[config.mk]
export PLATFORM = sky130hd
export DESIGN_NAME = lcd_fb_ctrl_flat
export DESIGN_NICKNAME = d
export VERILOG_FILES = /design/src/rtl/lcd_fb_if.sv /design/src/rtl/lcd_fb_ctrl.sv /design/src/flat_wrapper.sv
export SDC_FILE = /design/constraint.sdc
export NUM_CORES = 1
export LEC_CHECK = 0
export CAP_MARGIN = 20
export CORE_MARGIN = 1
export CORE_UTILIZATION = 32
export DETAILED_ROUTE_END_ITERATION = 6
export GPL_TIMING_DRIVEN = 0
export PLACE_DENSITY = 0.62
export SLEW_MARGIN = 20
export SYNTH_ARGS = -nofsm -noshare
export SYNTH_HDL_FRONTEND = slang
export SYNTH_SLANG_ARGS = --single-unit
[constraint.sdc]
create_clock -name clk -period 3.6 [get_ports clk]
set_input_delay 0.54 -clock clk [delete_from_list [all_inputs] [get_ports clk]]
set_output_delay 0.54 -clock clk [all_outputs]
set_load 0.01 [all_outputs]
[src/rtl/lcd_fb_if.sv]
// ----------------------------------------------------------------------------
// lcd_fb_if
// Purpose : groups the pixel-input, display-sync and frame-buffer write
//           signals of lcd_fb_ctrl into one bundle.
// Signals : ce, pix_data, mode, lcd_on, disp_vsync  (PPU/display -> ctrl)
//           wr_en, wr_addr, wr_data                 (ctrl -> frame buffer)
//           disp_bank, swap_pend, drop_cnt          (ctrl status)
// Modports: master = PPU/display side (drives inputs, observes outputs)
//           slave  = lcd_fb_ctrl
// ----------------------------------------------------------------------------
interface lcd_fb_if;
    logic        ce;
    logic [14:0] pix_data;
    logic [1:0]  mode;
    logic        lcd_on;
    logic        disp_vsync;
    logic        wr_en;
    logic [15:0] wr_addr;
    logic [14:0] wr_data;
    logic        disp_bank;
    logic        swap_pend;
    logic [7:0]  drop_cnt;

    modport master (
        output ce, pix_data, mode, lcd_on, disp_vsync,
        input  wr_en, wr_addr, wr_data, disp_bank, swap_pend, drop_cnt
    );

    modport slave (
        input  ce, pix_data, mode, lcd_on, disp_vsync,
        output wr_en, wr_addr, wr_data, disp_bank, swap_pend, drop_cnt
    );
endinterface

[src/rtl/lcd_fb_ctrl.sv]
// ----------------------------------------------------------------------------
// lcd_fb_ctrl
// Purpose : double-buffered frame-buffer writer for a 160x144 LCD. Pixels
//           from the PPU are written to the back bank (~disp_bank); a
//           complete frame is swapped to the display on disp_vsync.
//           Incomplete frames and frames overrun while a swap is pending
//           are counted in a saturating drop counter.
// Ports   : clk      - system clock
//           reset_n  - synchronous active-low reset
//           bus      - lcd_fb_if.slave (pixel input, sync, write port, status)
// Config  : define LCD_FB_BLANK_FILL_EN to blank the back bank with
//           FILL_COLOR and swap it in when the LCD is switched off.
//           Without it, switching the LCD off just returns to SYNC.
// ----------------------------------------------------------------------------
module lcd_fb_ctrl #(
    parameter int          PIXELS     = 23040,
    parameter logic [14:0] FILL_COLOR = 15'h7FFF
) (
    input  logic     clk,
    input  logic     reset_n,
    lcd_fb_if.slave  bus
);

`ifdef LCD_FB_BLANK_FILL_EN
    typedef enum logic [1:0] {SYNC, WRITE, PEND, FILL} state_t;
    localparam logic [14:0] PIX_LAST = 15'(PIXELS - 1);
`else
    typedef enum logic [1:0] {SYNC, WRITE, PEND} state_t;
    // FILL_COLOR only matters when the blank fill is built in.
    logic unused_fill_color;
    assign unused_fill_color = ^FILL_COLOR;
`endif

    localparam logic [14:0] PIX_MAX = 15'(PIXELS);

    state_t      state_q,     state_d;
    logic [14:0] pix_cnt_q,   pix_cnt_d;
    logic        disp_bank_q, disp_bank_d;
    logic [7:0]  drop_cnt_q,  drop_cnt_d;
    logic        wr_en_q,     wr_en_d;
    logic [15:0] wr_addr_q,   wr_addr_d;
    logic [14:0] wr_data_q,   wr_data_d;
    logic        vblank_q;
    logic        lcd_on_q;

    logic vblank, vblank_rise, vblank_exit, lcd_fall, drop_inc;

    assign vblank      = (bus.mode == 2'b01);
    assign vblank_rise = vblank & ~vblank_q;
    assign vblank_exit = ~vblank & vblank_q;
    assign lcd_fall    = lcd_on_q & ~bus.lcd_on;

    always_ff @(posedge clk) begin
        if (!reset_n) begin
            state_q     <= SYNC;
            pix_cnt_q   <= '0;
            disp_bank_q <= 1'b0;
            drop_cnt_q  <= '0;
            wr_en_q     <= 1'b0;
            wr_addr_q   <= '0;
            wr_data_q   <= '0;
            vblank_q    <= 1'b0;
            lcd_on_q    <= 1'b0;
        end else begin
            state_q     <= state_d;
            pix_cnt_q   <= pix_cnt_d;
            disp_bank_q <= disp_bank_d;
            drop_cnt_q  <= drop_cnt_d;
            wr_en_q     <= wr_en_d;
            wr_addr_q   <= wr_addr_d;
            wr_data_q   <= wr_data_d;
            vblank_q    <= vblank;
            lcd_on_q    <= bus.lcd_on;
        end
    end

    always_comb begin
        state_d     = state_q;
        pix_cnt_d   = pix_cnt_q;
        disp_bank_d = disp_bank_q;
        wr_en_d     = 1'b0;
        wr_addr_d   = wr_addr_q;
        wr_data_d   = wr_data_q;
        drop_inc    = 1'b0;

        case (state_q)
            SYNC: begin
                if (vblank_exit && bus.lcd_on) begin
                    pix_cnt_d = '0;
                    state_d   = WRITE;
                end
            end
            WRITE: begin
                if (vblank_rise) begin
                    if (pix_cnt_q == PIX_MAX) begin
                        // A vsync coinciding with frame completion swaps
                        // immediately; the frame never shows as pending.
                        if (bus.disp_vsync) begin
                            disp_bank_d = ~disp_bank_q;
                            state_d     = SYNC;
                        end else begin
                            state_d     = PEND;
                        end
                    end else begin
                        drop_inc = 1'b1;
                        state_d  = SYNC;
                    end
                end else if (bus.ce && (pix_cnt_q != PIX_MAX)) begin
                    wr_en_d   = 1'b1;
                    wr_addr_d = {~disp_bank_q, pix_cnt_q};
                    wr_data_d = bus.pix_data;
                    pix_cnt_d = pix_cnt_q + 15'd1;
                end
            end
            PEND: begin
                // Each vblank entry here is a frame the PPU rendered that
                // could not be captured because the back bank is full.
                if (vblank_rise) begin
                    drop_inc = 1'b1;
                end
                if (bus.disp_vsync) begin
                    disp_bank_d = ~disp_bank_q;
                    state_d     = SYNC;
                end
            end
`ifdef LCD_FB_BLANK_FILL_EN
            FILL: begin
                wr_en_d   = 1'b1;
                wr_addr_d = {~disp_bank_q, pix_cnt_q};
                wr_data_d = FILL_COLOR;
                if (pix_cnt_q == PIX_LAST) begin
                    disp_bank_d = ~disp_bank_q;
                    state_d     = SYNC;
                end else begin
                    pix_cnt_d = pix_cnt_q + 15'd1;
                end
            end
`endif
            default: state_d = SYNC;
        endcase

        // LCD switch-off overrides whatever the state decided: no write,
        // no swap, no drop count. A fill already running is not restarted.
`ifdef LCD_FB_BLANK_FILL_EN
        if (lcd_fall && (state_q != FILL)) begin
            wr_en_d     = 1'b0;
            drop_inc    = 1'b0;
            disp_bank_d = disp_bank_q;
            pix_cnt_d   = '0;
            state_d     = FILL;
        end
`else
        if (lcd_fall) begin
            wr_en_d     = 1'b0;
            drop_inc    = 1'b0;
            disp_bank_d = disp_bank_q;
            state_d     = SYNC;
        end
`endif

        drop_cnt_d = (drop_inc && (drop_cnt_q != 8'hFF)) ? drop_cnt_q + 8'd1
                                                         : drop_cnt_q;
    end

    assign bus.wr_en     = wr_en_q;
    assign bus.wr_addr   = wr_addr_q;
    assign bus.wr_data   = wr_data_q;
    assign bus.disp_bank = disp_bank_q;
    assign bus.swap_pend = (state_q == PEND);
    assign bus.drop_cnt  = drop_cnt_q;

endmodule

[src/flat_wrapper.sv]
// flat-port wrapper written by rule: the top's interface ports become plain ports
module lcd_fb_ctrl_flat 
#(
    parameter int          PIXELS     = 23040,
    parameter logic [14:0] FILL_COLOR = 15'h7FFF
)
  (clk, reset_n, bus_ce, bus_pix_data, bus_mode, bus_lcd_on, bus_disp_vsync, bus_wr_en, bus_wr_addr, bus_wr_data, bus_disp_bank, bus_swap_pend, bus_drop_cnt);
  lcd_fb_if bus_i ();
  input  logic clk;
  input  logic reset_n;
  input wire logic [$bits(bus_i.ce)-1:0] bus_ce;
  input wire logic [$bits(bus_i.pix_data)-1:0] bus_pix_data;
  input wire logic [$bits(bus_i.mode)-1:0] bus_mode;
  input wire logic [$bits(bus_i.lcd_on)-1:0] bus_lcd_on;
  input wire logic [$bits(bus_i.disp_vsync)-1:0] bus_disp_vsync;
  output wire logic [$bits(bus_i.wr_en)-1:0] bus_wr_en;
  output wire logic [$bits(bus_i.wr_addr)-1:0] bus_wr_addr;
  output wire logic [$bits(bus_i.wr_data)-1:0] bus_wr_data;
  output wire logic [$bits(bus_i.disp_bank)-1:0] bus_disp_bank;
  output wire logic [$bits(bus_i.swap_pend)-1:0] bus_swap_pend;
  output wire logic [$bits(bus_i.drop_cnt)-1:0] bus_drop_cnt;
  assign bus_i.ce = bus_ce;
  assign bus_i.pix_data = bus_pix_data;
  assign bus_i.mode = bus_mode;
  assign bus_i.lcd_on = bus_lcd_on;
  assign bus_i.disp_vsync = bus_disp_vsync;
  assign bus_wr_en = bus_i.wr_en;
  assign bus_wr_addr = bus_i.wr_addr;
  assign bus_wr_data = bus_i.wr_data;
  assign bus_disp_bank = bus_i.disp_bank;
  assign bus_swap_pend = bus_i.swap_pend;
  assign bus_drop_cnt = bus_i.drop_cnt;
  lcd_fb_ctrl #(.PIXELS(PIXELS), .FILL_COLOR(FILL_COLOR)) u_core (.clk(clk), .reset_n(reset_n), .bus(bus_i));
endmodule
==> results by group <==
Placed design
  • Post-DP Area: 0.00343 sq mm
  • Routability cong.: 0.825
  • # port buffers: 63
  • Dpl hpwl: 4750 um
  • Place WS: 0.882 ns

Yosys
  • Ys Warns: 0
  • Register area share after synthesis: 0.449
  • Number of synthesized flops with an enable pin: 0
  • Netlist cell types: 44
  • Async SR Flop Fraction: 0
  • Post-synthesis average cell area: 8.74 sq um
  • Top_reg_cell synth: dfxtp_1
  • Synth Register Bits: 60
  • Synth Instances: 306
  • Net Count, Synth: 334
  • Post-Syn Area: 0.00268 sq mm

Power
  • Pwr dens: 367 mW/mm^2
  • Leakage Power: 1.23 nW
  • Maximum VDD drop: 0.000157 V

Die
  • Num ports: 64
  • Rows: 32
  • Die Area: 0.00873 sq mm
  • Die height: 93.4 um
  • Initial Util: 0.339
  • Die Wd: 93.4 um
  • Core area: 0.00789 sq mm

Critical path
  • Nature of the critical path endpoint: register
  • Critical path class: input pin to register
  • Worst path required time: 3.81 ns
  • Crit Path Max Fanout: 10
  • Startpoint Class: input pin
  • Crit path DAT: 2.59 ns

GRT
  • Gr ovfl total: 0
  • Initial antenna violation count: 0
  • Global-route wire length before repair: 10,700 um
  • Largest net degree at the start of global routing: 11
  • GRT Util Overall: 0.158
  • Number of global-route vias before repair: 2,217

Layout
  • # fillers: 776
  • Final Util: 0.458
  • Antenna cell count: 0
  • Design area: 0.00361 sq mm
  • Fin nets: 408
  • Share of cells above drive strength 1: 0.0911
  • Area growth syn-to-layout: 34.9%

Route
  • Drt initial violations: 58
  • Remaining DRCs: 0
  • Avg Vias per Cell: 5.06
  • WL/cell: 13.4 um
  • DR vias: 2,458
  • Final WL: 6520 um
  • Drt first pass iters: 4
  • Antenna-violating nets left: 0

Clocking
  • Cts hold-fix bufs: 0
  • CTS tree: done
  • H-tree depth: 3
  • Clock transition at path regs: 0.06 ns
  • Clock sink total: 60
  • Max clock buf depth: 2
  • Num CTS Buffers: 9
  • Root Buffer: clkbuf_8
  • Post-cts gate resize count: 0
  • Post-CTS setup buffer count: 0
  • Clock Latency Late Sink: 0.34 ns

Min path
  • Hold crit path type: register to register

Flow run
  • Max-cap viol count: 0

Timing
  • Worst Tran Pin Value: 0.720 ns
  • Rel. slew slack: 0.515
  • Tmin final: 2.38 ns
  • Slew Limit Fails: 0
  • Fmax: 0.421 GHz
  • Post-route setup slack: 1.22 ns
  • Clock skew: 0.00863 ns
  • Setup violations, final: 0
  • RSZ-0062 raised after global routing: false
  • TNS Setup: 0 ns
  • Fin. Hold Viols: 0
  • Final period util: 0.660

Outcome
  • Status: completed
-- cell usage after synthesis (3+ instances only) --
| library cell | instances | area [sq um] |
|---|---|---|
| a21oi_1 | 10 | 50.1 |
| nor2_1 | 9 | 33.8 |
| o31ai_1 | 4 | 30.0 |
| nand2b_1 | 3 | 18.8 |
| and2_1 | 7 | 43.8 |
| inv_1 | 10 | 37.5 |
| o21ai_0 | 43 | 215 |
| mux2i_1 | 4 | 40.0 |
| buf_2 | 5 | 25.0 |
| dfxtp_1 | 60 | 1200 |
| nand2_1 | 41 | 154 |
| xnor2_1 | 4 | 35.0 |
| clkbuf_1 | 8 | 30.0 |
| nand3_1 | 39 | 195 |
| nand4_1 | 5 | 31.3 |
| ha_1 | 6 | 75.1 |
| or3_1 | 12 | 75.1 |
-- worst paths after layout --
check                                     startpoint                                  to  slack, ns  depth (start not counted)
setup / recovery                         bus_mode[1]    u_core.pix_cnt_q[2]$_SDFFE_PN0P_       1.22                          5
hold / removal    u_core.bus.wr_addr[0]$_SDFFE_PN0P_  u_core.bus.wr_addr[0]$_SDFFE_PN0P_       0.47                          2
setup reg to reg      u_core.state_q[1]$_SDFFE_PP0P_    u_core.pix_cnt_q[2]$_SDFFE_PN0P_       1.39                          6
hold reg to reg   u_core.bus.wr_addr[0]$_SDFFE_PN0P_  u_core.bus.wr_addr[0]$_SDFFE_PN0P_       0.47                          2
-- routing by layer --
metal	track usage	wire length, um	vias up
met1	0.206	3150	1164
li1	-	-	1241
met3	0.0244	205	11
met4	0.0923	140	0
met5	0	0	-
met2	0.248	3030	42
-- cell families (layout without fill, tap and decap cells) --
| group | after synthesis | in the layout | share of synthesized area |
|---|---|---|---|
| AOI/OAI and AO/OA | 71 | 71 | 0.171 |
| xor gates and xnor gates | 6 | 6 | 0.0196 |
| adders and majority gates | 6 | 6 | 0.0281 |
| buffers and inverters | 27 | 105 | 0.0412 |
| DFF | 60 | 60 | 0.449 |
| muxes | 4 | 4 | 0.0150 |
| and+or+nand+nor | 132 | 132 | 0.276 |
-- layout by cell type (no fill, tap or decap), types with 2 or more instances in the layout --
cell / netlist / layout
nand4_1: 5 / 5
nor3_1: 2 / 2
clkbuf_2: 2 / 2
xnor2_1: 4 / 4
nand3_1: 39 / 39
clkbuf_1: 8 / 8
clkdlybuf4s50_1: 0 / 63
nand4_2: 2 / 2
xor2_1: 2 / 2
or3_1: 12 / 12
clkbuf_8: 0 / 11
inv_1: 10 / 10
nand2_1: 41 / 41
a21boi_0: 2 / 2
a21oi_1: 10 / 10
or4_1: 2 / 2
buf_2: 5 / 5
o2111ai_1: 2 / 2
clkinv_2: 0 / 2
nand2b_1: 3 / 3
ha_1: 6 / 6
buf_1: 2 / 2
o31ai_1: 4 / 4
mux2i_1: 4 / 4
and2_1: 7 / 7
a21boi_1: 2 / 2
o21ai_0: 43 / 43
nor2_1: 9 / 9
clkinvlp_4: 0 / 2
dfxtp_1: 60 / 60
-- report_power, final --
part | internal, mW | total [mW] | switching [mW]
registers | 0.671 | 0.675 | 0.00391
logic | 0.0474 | 0.104 | 0.0565
clock network | 0.281 | 0.545 | 0.264
total | 0.999 | 1.32 | 0.324
-- worst max-delay path, stage by stage --
cell             delay [ns]
clkdlybuf4s50_1        0.55
and2b_2                0.27
o41ai_2                0.66
clkbuf_1               0.46
nor2_1                 0.10
-- state kept, by name (all words and copies together) (netlist names) --
| signal | count |
|---|---|
| u_core.vblank_q | 1 |
| u_core.bus.disp_bank | 1 |
| u_core.bus.drop_cnt | 8 |
| u_core.bus.wr_addr | 16 |
| u_core.bus.wr_en | 1 |
| u_core.lcd_on_q | 1 |
| u_core.bus.wr_data | 15 |
| u_core.state_q | 2 |
| u_core.pix_cnt_q | 15 |
-- cell type report --
cell class,count,area (sq um),area share
plain buffers,17,72.6,0.0201
repair buffers,63,631,0.175
inverters,10,37.5,0.0104
multi-input cells,219,1360,0.378
clock buffers,11,151,0.0419
well taps,102,128,0.0354
clock inverters,4,25.0,0.00693
flip-flops and latches,60,1200,0.333
-- metrics by stage --
| step | power, mW | std cells | hold WS [ns] |
|---|---|---|---|
| 6_report | 1.32 | 486 | 0.470 |
| 2_1_floorplan | 0.742 | 306 | 0.450 |
| 5_1_grt | 1.37 | 486 | 0.494 |
| 3_5_place_dp | 0.794 | 471 | 0.464 |
| 4_1_cts | 1.33 | 486 | 0.475 |
| 3_3_place_gp | 0.793 | 471 | 0.455 |
Note: power is estimated with default switching activity, not from simulation.
